===== src/rtl/slv_guard_mc_if.sv =====
// rtl/slv_guard_mc_if.sv - per-channel request/response handshake bundle for slv_guard_mc
interface slv_guard_mc_if #(
  parameter int NumCh = 2
);
  logic [NumCh-1:0] req_valid_i;
  logic [NumCh-1:0] req_ready_o;
  logic [NumCh-1:0] req_valid_o;
  logic [NumCh-1:0] req_ready_i;
  logic [NumCh-1:0] rsp_valid_i;
  logic [NumCh-1:0] rsp_ready_i;
  logic [NumCh-1:0] rsp_last_i;

  modport slave (
    input  req_valid_i, req_ready_i, rsp_valid_i, rsp_ready_i, rsp_last_i,
    output req_ready_o, req_valid_o
  );

  modport master (
    output req_valid_i, req_ready_i, rsp_valid_i, rsp_ready_i, rsp_last_i,
    input  req_ready_o, req_valid_o
  );
endinterface


===== src/rtl/slv_guard_mc.sv =====
// rtl/slv_guard_mc.sv - multi-channel transaction timeout guard with reset-request handshake
// Optional per-channel retire-latency maximum: define SLV_GUARD_MC_STAT_EN.
module slv_guard_mc #(
  parameter int NumCh        = 2,
  parameter int MaxTxns      = 8,
  parameter int CntWidth     = 10,
  parameter int PrescalerDiv = 1,
  parameter int ResetOnFault = 1,
  localparam int OutW        = $clog2(MaxTxns + 1)
) (
  input  logic                      clk_i,
  input  logic                      rst_ni,
  input  logic                      guard_ena_i,
  slv_guard_mc_if.slave             bus,
  input  logic [NumCh*CntWidth-1:0] budget_i,
  input  logic                      clear_i,
  output logic                      irq_o,
  output logic [NumCh-1:0]          fault_o,
  output logic [NumCh*OutW-1:0]     outstanding_o,
  output logic                      rst_req_o,
  input  logic                      rst_stat_i,
  output logic [NumCh*CntWidth-1:0] max_lat_o
);
  typedef enum logic [1:0] {CH_IDLE, CH_BUSY, CH_FAULT} ch_state_e;
  typedef enum logic [1:0] {RS_RUN, RS_REQ, RS_WAIT} rs_state_e;

  localparam int PW = (PrescalerDiv > 1) ? $clog2(PrescalerDiv) : 1;
  localparam logic [CntWidth-1:0] TimerMax = '1;

  ch_state_e           state_q [NumCh];
  ch_state_e           state_d [NumCh];
  logic [OutW-1:0]     count_q [NumCh];
  logic [OutW-1:0]     count_d [NumCh];
  logic [CntWidth-1:0] timer_q [NumCh];
  logic [CntWidth-1:0] timer_d [NumCh];
  rs_state_e           rs_q, rs_d;
  logic [PW-1:0]       presc_q, presc_d;
  logic                irq_q, irq_d;
  logic                rst_req_q, rst_req_d;
  logic                tick, rs_done, clear_ok, any_fault;
  logic [NumCh-1:0]    gate, accept, retire, timeout;

  // With PrescalerDiv=1 the counter never leaves 0, so tick is held high.
  always_comb begin
    tick    = (presc_q == PW'(PrescalerDiv - 1));
    presc_d = tick ? '0 : presc_q + 1'b1;
  end

  always_comb begin
    for (int c = 0; c < NumCh; c++) begin
      gate[c]    = (state_q[c] == CH_FAULT) || (count_q[c] == OutW'(MaxTxns));
      accept[c]  = bus.req_valid_i[c] && bus.req_ready_i[c] && !gate[c];
      retire[c]  = bus.rsp_valid_i[c] && bus.rsp_ready_i[c] && bus.rsp_last_i[c];
      timeout[c] = (state_q[c] == CH_BUSY) && guard_ena_i
                   && (budget_i[c*CntWidth +: CntWidth] != '0)
                   && (timer_q[c] >= budget_i[c*CntWidth +: CntWidth]);
      fault_o[c] = (state_q[c] == CH_FAULT);
      outstanding_o[c*OutW +: OutW] = count_q[c];
    end
  end

  assign bus.req_valid_o = bus.req_valid_i & ~gate;
  assign bus.req_ready_o = bus.req_ready_i & ~gate;
  assign any_fault       = |fault_o;
  assign irq_o           = irq_q;
  assign rst_req_o       = rst_req_q;

  always_comb begin
    rs_d    = rs_q;
    rs_done = 1'b0;
    unique case (rs_q)
      RS_RUN:  if ((ResetOnFault != 0) && any_fault) rs_d = RS_REQ;
      RS_REQ:  if (rst_stat_i) rs_d = RS_WAIT;
      RS_WAIT: if (!rst_stat_i) begin
                 rs_d    = RS_RUN;
                 rs_done = 1'b1;
               end
      default: rs_d = RS_RUN;
    endcase
    clear_ok  = clear_i && (rs_q == RS_RUN);
    rst_req_d = (rs_d != RS_RUN);
    irq_d     = 1'b0;

    for (int c = 0; c < NumCh; c++) begin
      // Accept and effective retire together leave the count unchanged.
      count_d[c] = count_q[c];
      if (accept[c] && !(retire[c] && count_q[c] != '0))
        count_d[c] = count_q[c] + 1'b1;
      else if (!accept[c] && retire[c] && count_q[c] != '0)
        count_d[c] = count_q[c] - 1'b1;

      timer_d[c] = timer_q[c];
      if (!guard_ena_i || retire[c] || (accept[c] && count_q[c] == '0))
        timer_d[c] = '0;
      else if (state_q[c] == CH_FAULT) begin
        if (clear_ok) timer_d[c] = '0;
      end else if (state_q[c] == CH_BUSY && tick && timer_q[c] != TimerMax)
        timer_d[c] = timer_q[c] + 1'b1;

      // A fresh timeout beats clear; a same-cycle retire beats the timeout.
      state_d[c] = (count_d[c] != '0) ? CH_BUSY : CH_IDLE;
      if (state_q[c] == CH_FAULT && !clear_ok) state_d[c] = CH_FAULT;
      if (timeout[c] && !retire[c]) state_d[c] = CH_FAULT;

      if (rs_done) begin
        state_d[c] = CH_IDLE;
        count_d[c] = '0;
        timer_d[c] = '0;
      end
      irq_d = irq_d | (state_d[c] == CH_FAULT);
    end
  end

  always_ff @(posedge clk_i or negedge rst_ni) begin
    if (!rst_ni) begin
      rs_q      <= RS_RUN;
      presc_q   <= '0;
      irq_q     <= 1'b0;
      rst_req_q <= 1'b0;
      for (int c = 0; c < NumCh; c++) begin
        state_q[c] <= CH_IDLE;
        count_q[c] <= '0;
        timer_q[c] <= '0;
      end
    end else begin
      rs_q      <= rs_d;
      presc_q   <= presc_d;
      irq_q     <= irq_d;
      rst_req_q <= rst_req_d;
      for (int c = 0; c < NumCh; c++) begin
        state_q[c] <= state_d[c];
        count_q[c] <= count_d[c];
        timer_q[c] <= timer_d[c];
      end
    end
  end

`ifdef SLV_GUARD_MC_STAT_EN
  logic [CntWidth-1:0] max_lat_q [NumCh];
  logic [CntWidth-1:0] max_lat_d [NumCh];

  always_comb begin
    for (int c = 0; c < NumCh; c++) begin
      max_lat_d[c] = max_lat_q[c];
      if (retire[c] && count_q[c] != '0 && timer_q[c] > max_lat_q[c])
        max_lat_d[c] = timer_q[c];
      if (clear_ok || rs_done) max_lat_d[c] = '0;
      max_lat_o[c*CntWidth +: CntWidth] = max_lat_q[c];
    end
  end

  always_ff @(posedge clk_i or negedge rst_ni) begin
    if (!rst_ni) begin
      for (int c = 0; c < NumCh; c++) max_lat_q[c] <= '0;
    end else begin
      for (int c = 0; c < NumCh; c++) max_lat_q[c] <= max_lat_d[c];
    end
  end
`else
  assign max_lat_o = '0;
`endif
endmodule


===== src/flat_wrapper.sv =====
// flat-port wrapper written by rule: the top's interface ports become plain ports
module slv_guard_mc_flat 
#(
  parameter int NumCh        = 2,
  parameter int MaxTxns      = 8,
  parameter int CntWidth     = 10,
  parameter int PrescalerDiv = 1,
  parameter int ResetOnFault = 1,
  localparam int OutW        = $clog2(MaxTxns + 1)
)
  (clk_i, rst_ni, guard_ena_i, budget_i, clear_i, irq_o, fault_o, outstanding_o, rst_req_o, rst_stat_i, max_lat_o, bus_req_valid_i, bus_req_ready_i, bus_rsp_valid_i, bus_rsp_ready_i, bus_rsp_last_i, bus_req_ready_o, bus_req_valid_o);
  slv_guard_mc_if #(.NumCh(NumCh)) bus_i ();
  input  logic clk_i;
  input  logic rst_ni;
  input  logic guard_ena_i;
  input  logic [NumCh*CntWidth-1:0] budget_i;
  input  logic clear_i;
  output logic irq_o;
  output logic [NumCh-1:0] fault_o;
  output logic [NumCh*OutW-1:0] outstanding_o;
  output logic rst_req_o;
  input  logic rst_stat_i;
  output logic [NumCh*CntWidth-1:0] max_lat_o;
  input wire logic [$bits(bus_i.req_valid_i)-1:0] bus_req_valid_i;
  input wire logic [$bits(bus_i.req_ready_i)-1:0] bus_req_ready_i;
  input wire logic [$bits(bus_i.rsp_valid_i)-1:0] bus_rsp_valid_i;
  input wire logic [$bits(bus_i.rsp_ready_i)-1:0] bus_rsp_ready_i;
  input wire logic [$bits(bus_i.rsp_last_i)-1:0] bus_rsp_last_i;
  output wire logic [$bits(bus_i.req_ready_o)-1:0] bus_req_ready_o;
  output wire logic [$bits(bus_i.req_valid_o)-1:0] bus_req_valid_o;
  assign bus_i.req_valid_i = bus_req_valid_i;
  assign bus_i.req_ready_i = bus_req_ready_i;
  assign bus_i.rsp_valid_i = bus_rsp_valid_i;
  assign bus_i.rsp_ready_i = bus_rsp_ready_i;
  assign bus_i.rsp_last_i = bus_rsp_last_i;
  assign bus_req_ready_o = bus_i.req_ready_o;
  assign bus_req_valid_o = bus_i.req_valid_o;
  slv_guard_mc #(.NumCh(NumCh), .MaxTxns(MaxTxns), .CntWidth(CntWidth), .PrescalerDiv(PrescalerDiv), .ResetOnFault(ResetOnFault)) u_core (.clk_i(clk_i), .rst_ni(rst_ni), .guard_ena_i(guard_ena_i), .bus(bus_i), .budget_i(budget_i), .clear_i(clear_i), .irq_o(irq_o), .fault_o(fault_o), .outstanding_o(outstanding_o), .rst_req_o(rst_req_o), .rst_stat_i(rst_stat_i), .max_lat_o(max_lat_o));
endmodule

===== config.mk =====
export PLATFORM = sky130hd
export DESIGN_NAME = slv_guard_mc_flat
export DESIGN_NICKNAME = d
export VERILOG_FILES = /design/src/rtl/slv_guard_mc_if.sv /design/src/rtl/slv_guard_mc.sv /design/src/flat_wrapper.sv
export SDC_FILE = /design/constraint.sdc
export NUM_CORES = 1
export LEC_CHECK = 0
export BUFFER_PORTS_ARGS = -buffer_cell sky130_fd_sc_hd__buf_2
export CAP_MARGIN = 0
export CORE_MARGIN = 2
export CORE_UTILIZATION = 55
export CTS_BUF_LIST = sky130_fd_sc_hd__clkbuf_8
export DETAILED_ROUTE_END_ITERATION = 16
export PLACE_DENSITY = 0.82
export SLEW_MARGIN = 20
export SYNTH_ARGS = -nofsm -noshare
export SYNTH_HDL_FRONTEND = slang
export SYNTH_SLANG_ARGS = --single-unit

===== constraint.sdc =====
create_clock -name clk_i -period 5.29 [get_ports clk_i]
set_clock_uncertainty 0.05 [all_clocks]
set_input_delay 0 -clock clk_i [delete_from_list [all_inputs] [get_ports clk_i]]
set_output_delay 0 -clock clk_i [all_outputs]
set_load 0.05 [all_outputs]

==> metrics.md, run 1 <==
| Metric | Value |
|---|---|
| Outcome | finished clean |
| Crit-path cells | inv_1, ha_1, and3b_2, nor3_4, a211o_4, nor2b_1, a41oi_1, a21oi_1 |
| Critical path arrival | 2600 ps |
| CTS root buf | clkbuf_8 |
| Clock buffer depth | 2 |
| Minimum clock period | 2439 ps |
| Critical path endpoint category | register |
| Die H | 75.97 microns |
| Vias in the first global route | 2318 |
| Port bufs | 50 |
| Most common cell after layout, fill and taps aside | buf_2 |
| Worst reg2reg startpoint | u_core.outstanding_o[4] |
| Worst vdd ir | 0.3600 mV |
| Hold Startpoint | clear_i |
| Pin count of the biggest net entering global routing | 37 |
| Number of synthesized flops with an enable pin | 0 |
| FF+latch count, synth | 36 |
| DR pass1 iterations | 4 |
| FF-to-FF path depth | 8 |
| # IOs | 71 |
| Hold depth | 4 |
| Most frequent cells in the layout | buf_2, dfrtp_1, nor2_1 |
| Worst path slowest cell | nor2b_1 |
| Ant. Diodes | 0 |
| DRT antenna net count | 0 |
| Chip width | 75.97 microns |
| Post_cts resized | 0 |
| H-tree depth | 2 |
| Die area | a little under 6000 sq um |
| Pins Over Slew Limit | 0 |
| Leakage power | 0.001672 uW |
| Antenna violations before repair | 0 |
| Slew HR | 48.14% |
| Layout cells sized above 1 | 19.79% |
| P per Cell Area | 360.3 nW/um^2 |
| Setup slack after layout | 2851 ps |
| Via/cell ratio | 5.479 |
| Placement Rows | 26 |
| Clk_lat worst skew | 280 ps |
| Core Footprint | approximately 5000 sq um |
| Global-route wire length before repair | roughly 10000 microns |
| Startpoint types | register |
| Max Fanout on Critical Path | 10 |
| All-Layer GR Usage | 20.99% |
| Max Cap Viol | 0 |
| Total Neg Setup Slack | 0 ps |
| Num CTS Buffers | 5 |
| Fin crit share | 46.11% |
| Post-Synthesis Cell Area | approximately 2800 sq um |
| Post-Route WL | between 5000 and 6000 microns |
| Vias | about 2500 |
| FF-to-FF End | u_core.timer_q[5] |
| FF-to-FF setup slack | between 2000 and 3000 ps |
| Synth Flop Type | dfrtp_1 |
| Yosys cell types | 63 |
| Final Hold Violating Endpoints | 0 |
| Avg WL per Cell | 12.87 microns |
| Final global-route overflow total | 0 |
| Max Clock Freq | roughly 410 MHz |
| # DRC | 0 |
| Async SR Flop Fraction | 100.0% |
| Final nets | 439 |
| Sequential share of the synthesized area | 31.62% |
| Sink Count | 36 |
| Final setup fails | 0 |
| HP Class | in -> reg |
| Hold Path End | u_core.state_q[1] |
| WS Path Type | reg -> reg |
| First DRT Iteration DRCs | ~160 |
| Mean area per synthesized cell | ~9 sq um |
| RSZ-0062 raised after global routing | no |
| Global placer's final weighted congestion | 0.8852 |
| Pre-CTS setup slack | 2846 ps |
| TritonCTS clock tree | done |
| Starting Density | 56.50% |
| Critical Path RT | 5450 ps |
| Worst slew pin tran | 777.9 ps |
| Clk slew on worst S/H paths | 70 ps |
| Max incr delay on CP | roughly 530 ps |
| DP HPWL | 4534 microns |
| Fillers | 459 |
| Synthesis-to-finish area growth | 12.25% |
| Synth Warn # | 0 |
| WHS | 99.24 ps |
| Synth Instances | 323 |
## logic make-up after synthesis
logic type | Yosys count | share of synthesized area [%]
xor gates and xnor gates | 13 | 3.997
adders and majority gates | 26 | 11.42
DFF | 36 | 31.62
buffers and inverters | 49 | 9.398
AOI/OAI and AO/OA | 65 | 16.86
muxes | 2 | 0.7466
other | 1 | 0.1316
and+or+nand+nor | 131 | 25.82
## cell usage after synthesis, types with 2 or more instances
| cell type | number | area share (%) |
|---|---|---|
| or4_1 | 3 | 0.79 |
| inv_1 | 25 | 3.3 |
| or2_2 | 2 | 0.44 |
| a22o_1 | 5 | 1.5 |
| and4_1 | 4 | 1.2 |
| and3_1 | 7 | 1.5 |
| a211oi_1 | 5 | 1.3 |
| o21ai_0 | 5 | 0.88 |
| a31oi_1 | 3 | 0.66 |
| nand2_1 | 17 | 2.2 |
| or3_1 | 5 | 1.1 |
| nor2b_1 | 2 | 0.44 |
| a41oi_1 | 2 | 0.61 |
| xnor2_1 | 9 | 2.8 |
| nor4_1 | 4 | 0.88 |
| ha_1 | 26 | 11 |
| nor2_1 | 30 | 4.0 |
| dfrtp_1 | 36 | 32 |
| nor3_2 | 2 | 0.70 |
| nor3_1 | 4 | 0.70 |
| nor2_2 | 2 | 0.44 |
| nand3_1 | 15 | 2.6 |
| a21oi_1 | 17 | 3.0 |
| a21o_1 | 7 | 1.8 |
| xor2_1 | 4 | 1.2 |
| nand2b_1 | 5 | 1.1 |
| nand4_1 | 7 | 1.5 |
| o22ai_1 | 3 | 0.66 |
| buf_4 | 20 | 5.3 |
| and2_1 | 12 | 2.6 |
| o21a_1 | 3 | 0.79 |
## power breakdown
group / switching, uW / internal, uW
clock: 93.6 / 102
sequential: 79.6 / 330
combinational: 359 / 188
## area by class of cell
cell class | count | area [sq um] | share of cell area (%)
multi-input cells | 257 | 1752 | 54.77
flip-flops and latches | 36 | 900.9 | 28.17
repair buffers | 52 | 270.3 | 8.451
inverters | 26 | 97.59 | 3.052
well taps | 70 | 87.58 | 2.739
clock buffers | 6 | 82.58 | 2.582
clock inverters | 2 | 7.507 | 0.2347
## how the worst max path moves through the flow
| stage | from | end | slack [ps] | cells past startpoint |
|---|---|---|---|---|
| floorplan | u_core.outstanding_o[4] | u_core.state_q[0] | 2770 | 8 |
| global placement | u_core.outstanding_o[4] | u_core.timer_q[5] | 2980 | 8 |
| detailed placement | u_core.outstanding_o[4] | u_core.timer_q[5] | 2850 | 8 |
| CTS | u_core.outstanding_o[4] | u_core.timer_q[5] | 2840 | 8 |
| global route | u_core.outstanding_o[4] | u_core.timer_q[5] | 2580 | 8 |
| finish | u_core.outstanding_o[4] | u_core.timer_q[5] | 2850 | 8 |
## sequential cells by signal, indices dropped and copies added, names as in the netlist
name                  cells
u_core.rst_req_o          1
u_core.rs_q               2
u_core.outstanding_o      8
u_core.state_q            4
u_core.irq_o              1
u_core.timer_q           20
## stage by stage
step | util, % | instances | instance area [sq um] | power [uW]
CTS | 63.42 | 449 | 3198 | 1156
finish | 63.42 | 449 | 3198 | 1152
global placement | 61.24 | 439 | 3088 | 935.9
detailed placement | 61.24 | 439 | 3088 | 954.8
global route | 63.42 | 449 | 3198 | 1235
floorplan | - | 342 | 2920 | 836.9
## worst max-delay path: cells and delay by family (launching register included)
kind            cells  cell delay (ps)
buf+inv             1              130
simple gates        3              820
fa+ha+maj           1              190
flops               1              440
compound gates      3              730
## routing by layer
layer / wire, microns / track usage (%)
met1: 2741 / 29.10
met2: 2742 / 34.20
met4: 21 / 4.545
met5: 0 / 0
met3: 275 / 4.384
## what timing repair did
| action | in CTS | in global routing |
|---|---|---|
| hold endpoints to repair | 38 | 0 |
| buffers inserted | 0 | 0 |
| hold buffers | 2 | 0 |
No activity file was read; power rests on OpenSTA's default activity.
==> run 2: changes to the inputs <==
==> constraint.sdc (replaced) <==
create_clock -name clk_i -period 2.5 [get_ports clk_i]
set_clock_uncertainty 0.05 [all_clocks]
set_input_delay 0 -clock clk_i [delete_from_list [all_inputs] [get_ports clk_i]]
set_output_delay 0 -clock clk_i [all_outputs]
set_load 0.05 [all_outputs]
==> run 2 against run 1 <==
Compared with the run above: global-route usage increased by 0.88 points; cell count up 0.45%; routed wire length grew 4.6%; critical path depth stayed put; register-to-register slack got worse by 2700 ps; fmax increased by 5.7%; sequential power grew 110%; critical path type unchanged; critical endpoint is now u_core.state_q[0].
==> metrics.md, run 2 (synthesis results as in run 1) <==
| Metric | Value |
|---|---|
| Outcome | finished clean (unchanged) |
| DR pass1 iterations | 5 (was 4) |
| Final global-route overflow total | 0 (unchanged) |
| FF/Latch Area | 902.1 sq um (was 900.9 sq um) |
| Vias in the first global route | 2379 (was 2318) |
| Chip width | 75.97 microns (unchanged) |
| Postcts setup bufs | 0 (unchanged) |
| CTS root buf | clkbuf_8 (unchanged) |
| Most frequent cells in the layout | buf_2, dfrtp_1, nor2_1 (unchanged) |
| Synthesis-to-finish area growth | 13.31% (was 12.25%) |
| Most common cell after layout, fill and taps aside | buf_2 (unchanged) |
| # DRC | 0 (unchanged) |
| Layout cells sized above 1 | 21.00% (was 19.79%) |
| Fin crit share | 92.32% (was 46.11%) |
| Die area | 5771 sq um (unchanged) |
| TritonCTS clock tree | done (unchanged) |
| Avg WL per Cell | 13.41 microns (was 12.87 microns) |
| DP Cell Count | 442 (was 439) |
| Post-DP Area | 3112 sq um (was 3088 sq um) |
| Leakage power | 0.001684 uW (was 0.001672 uW) |
| Port bufs | 50 (unchanged) |
| Largest register FFs | 20 (unchanged) |
| Max Cap Viol | 0 (unchanged) |
| Core Footprint | 5042 sq um (unchanged) |
| FF-to-FF End | u_core.state_q[0] (was u_core.timer_q[5]) |
| Fin area | 3228 sq um (was 3198 sq um) |
| Worst reg2reg startpoint | u_core.outstanding_o[5] (was u_core.outstanding_o[4]) |
| Max Clock Freq | 433.3 MHz (was 409.9 MHz) |
| # IOs | 71 (unchanged) |
| CP Capture Point | u_core.state_q[0] (was u_core.timer_q[5]) |
| Final cell count without fillers | 451 (was 449) |
| Sink Count | 36 (unchanged) |
| Global-route wire length before repair | 10440 microns (was 10120 microns) |
| Minimum clock period | 2308 ps (was 2439 ps) |
| Worst path slowest cell | dfrtp_1 (was nor2b_1) |
| Starting Density | 56.50% (unchanged) |
| WS Path Type | reg -> reg (unchanged) |
| Final setup fails | 0 (unchanged) |
| DRT antenna net count | 0 (unchanged) |
| Placement Rows | 26 (unchanged) |
| Via/cell ratio | 5.497 (was 5.479) |
| Top reg by flops | u_core.timer_q (unchanged) |
| FF-to-FF setup slack | 190 ps (was 2850 ps) |
| HP Class | in -> reg (unchanged) |
| Final Hold Violating Endpoints | 0 (unchanged) |
| First DRT Iteration DRCs | 132 (was 159) |
| FF-to-FF path depth | 8 (unchanged) |
| Antenna violations before repair | 0 (unchanged) |
| Pre-CTS setup slack | 248.1 ps (was 2846 ps) |
| Critical Path RT | 2620 ps (was 5450 ps) |
| Startpoint types | register (unchanged) |
| Total Neg Setup Slack | 0 ps (unchanged) |
| Max Fanout on Critical Path | 8 (was 10) |
| DP HPWL | 4712 microns (was 4534 microns) |
| All-Layer GR Usage | 21.88% (was 20.99%) |
| H-tree depth | 2 (unchanged) |
| Pins Over Slew Limit | 0 (unchanged) |
| Clock buffer depth | 2 (unchanged) |
| Global placer's final weighted congestion | 0.8341 (was 0.8852) |
| Critical path endpoint category | register (unchanged) |
| Num CTS Buffers | 5 (unchanged) |
| Multi-input logic area | 1752 sq um (unchanged) |
| Crit-path cells | inv_1, ha_1, nor3b_1, or2_1, or2_2, o22ai_1, xor2_1, o311a_1 (was inv_1, ha_1, and3b_2, nor3_4, a211o_4, nor2b_1, a41oi_1, a21oi_1) |
| Worst slew pin tran | 792.9 ps (was 777.9 ps) |
| Setup slack after layout | 192.0 ps (was 2851 ps) |
| Worst vdd ir | 0.8415 mV (was 0.3600 mV) |
| Tot Pwr | 2485 uW (was 1152 uW) |
| Clk_lat worst skew | 290 ps (was 280 ps) |
| Clk slew on worst S/H paths | 70 ps (about the same) |
| Critical path arrival | 2430 ps (was 2600 ps) |
| Fillers | 417 (was 459) |
| Vias | 2479 (was 2460) |
| Ant. Diodes | 0 (unchanged) |
| Worst Setup SP | u_core.outstanding_o[5] (was u_core.outstanding_o[4]) |
| Die H | 75.97 microns (unchanged) |
| RSZ-0062 raised after global routing | no (unchanged) |
| Slew HR | 47.14% (was 48.14%) |
| P per Cell Area | 769.7 nW/um^2 (was 360.3 nW/um^2) |
| Max incr delay on CP | 460 ps (was 530 ps) |
| Final nets | 442 (was 439) |
| Post-Route WL | 6047 microns (was 5780 microns) |
| Pin count of the biggest net entering global routing | 37 (unchanged) |
## run 2: through the flow
| stage | hold slack (ps) | util [%] |
|---|---|---|
| floorplan | -345.6 | - |
| global placement | 66.55 | 61.71 |
| detailed placement | 87.56 | 61.71 |
| CTS | 105.8 | 64.02 |
| global route | 163.0 | 64.02 |
| finish | 122.8 | 64.02 |
## run 2: report_power, final
| group | switching [uW] | total, uW | internal (uW) |
|---|---|---|---|
| Clock | 208 | 454 | 245 |
| Sequential | 168 | 868 | 700 |
| Combinational | 759 | 1160 | 404 |
| Total | 1140 | 2480 | 1350 |
## run 2: how the worst min path moves through the flow
stage / from / end / slack [ps] / cells after the start
3_3_place_gp: rst_ni / u_core.outstanding_o[1] / 70 / 1
6_report: clear_i / u_core.state_q[1] / 120 / 4
5_1_grt: clear_i / u_core.state_q[1] / 160 / 4
2_1_floorplan: rst_ni / u_core.irq_o / -350 / 0
4_1_cts: clear_i / u_core.state_q[1] / 110 / 4
3_5_place_dp: rst_ni / u_core.outstanding_o[1] / 90 / 1
## run 2: layout make-up
class                      count  area share, %
sequential                    36          27.95
inverter                      26          3.023
timing repair buffer          55          9.070
tap                           70          2.713
clock buffer                   7          2.984
multi-input combinational    257          54.26
## run 2: critical path: cells and delay by family, from the launching register on
| kind | cells | cell delay, ps |
|---|---|---|
| fa+ha+maj | 1 | 200 |
| xor+xnor | 1 | 110 |
| compound gates | 2 | 530 |
| flops | 1 | 460 |
| simple gates | 3 | 770 |
| buf+inv | 1 | 70 |
## run 2: metal layers
metal  share of wire, %  vias to the layer above  track usage [%]
met5                  0                        -                0
met1                 45                     1168            28.43
met4                2.2                        0            8.000
met2                 48                       58            35.98
met3                4.2                       15            4.976
li1                   -                     1238                -
## run 2: timing repair
action / 4_1_cts / 5_1_grt
setup endpoints to repair: 0 / 0
endpoints found under the hold margin: 38 / 0
resized for setup: 0 / 0
hold buffers: 2 / 0
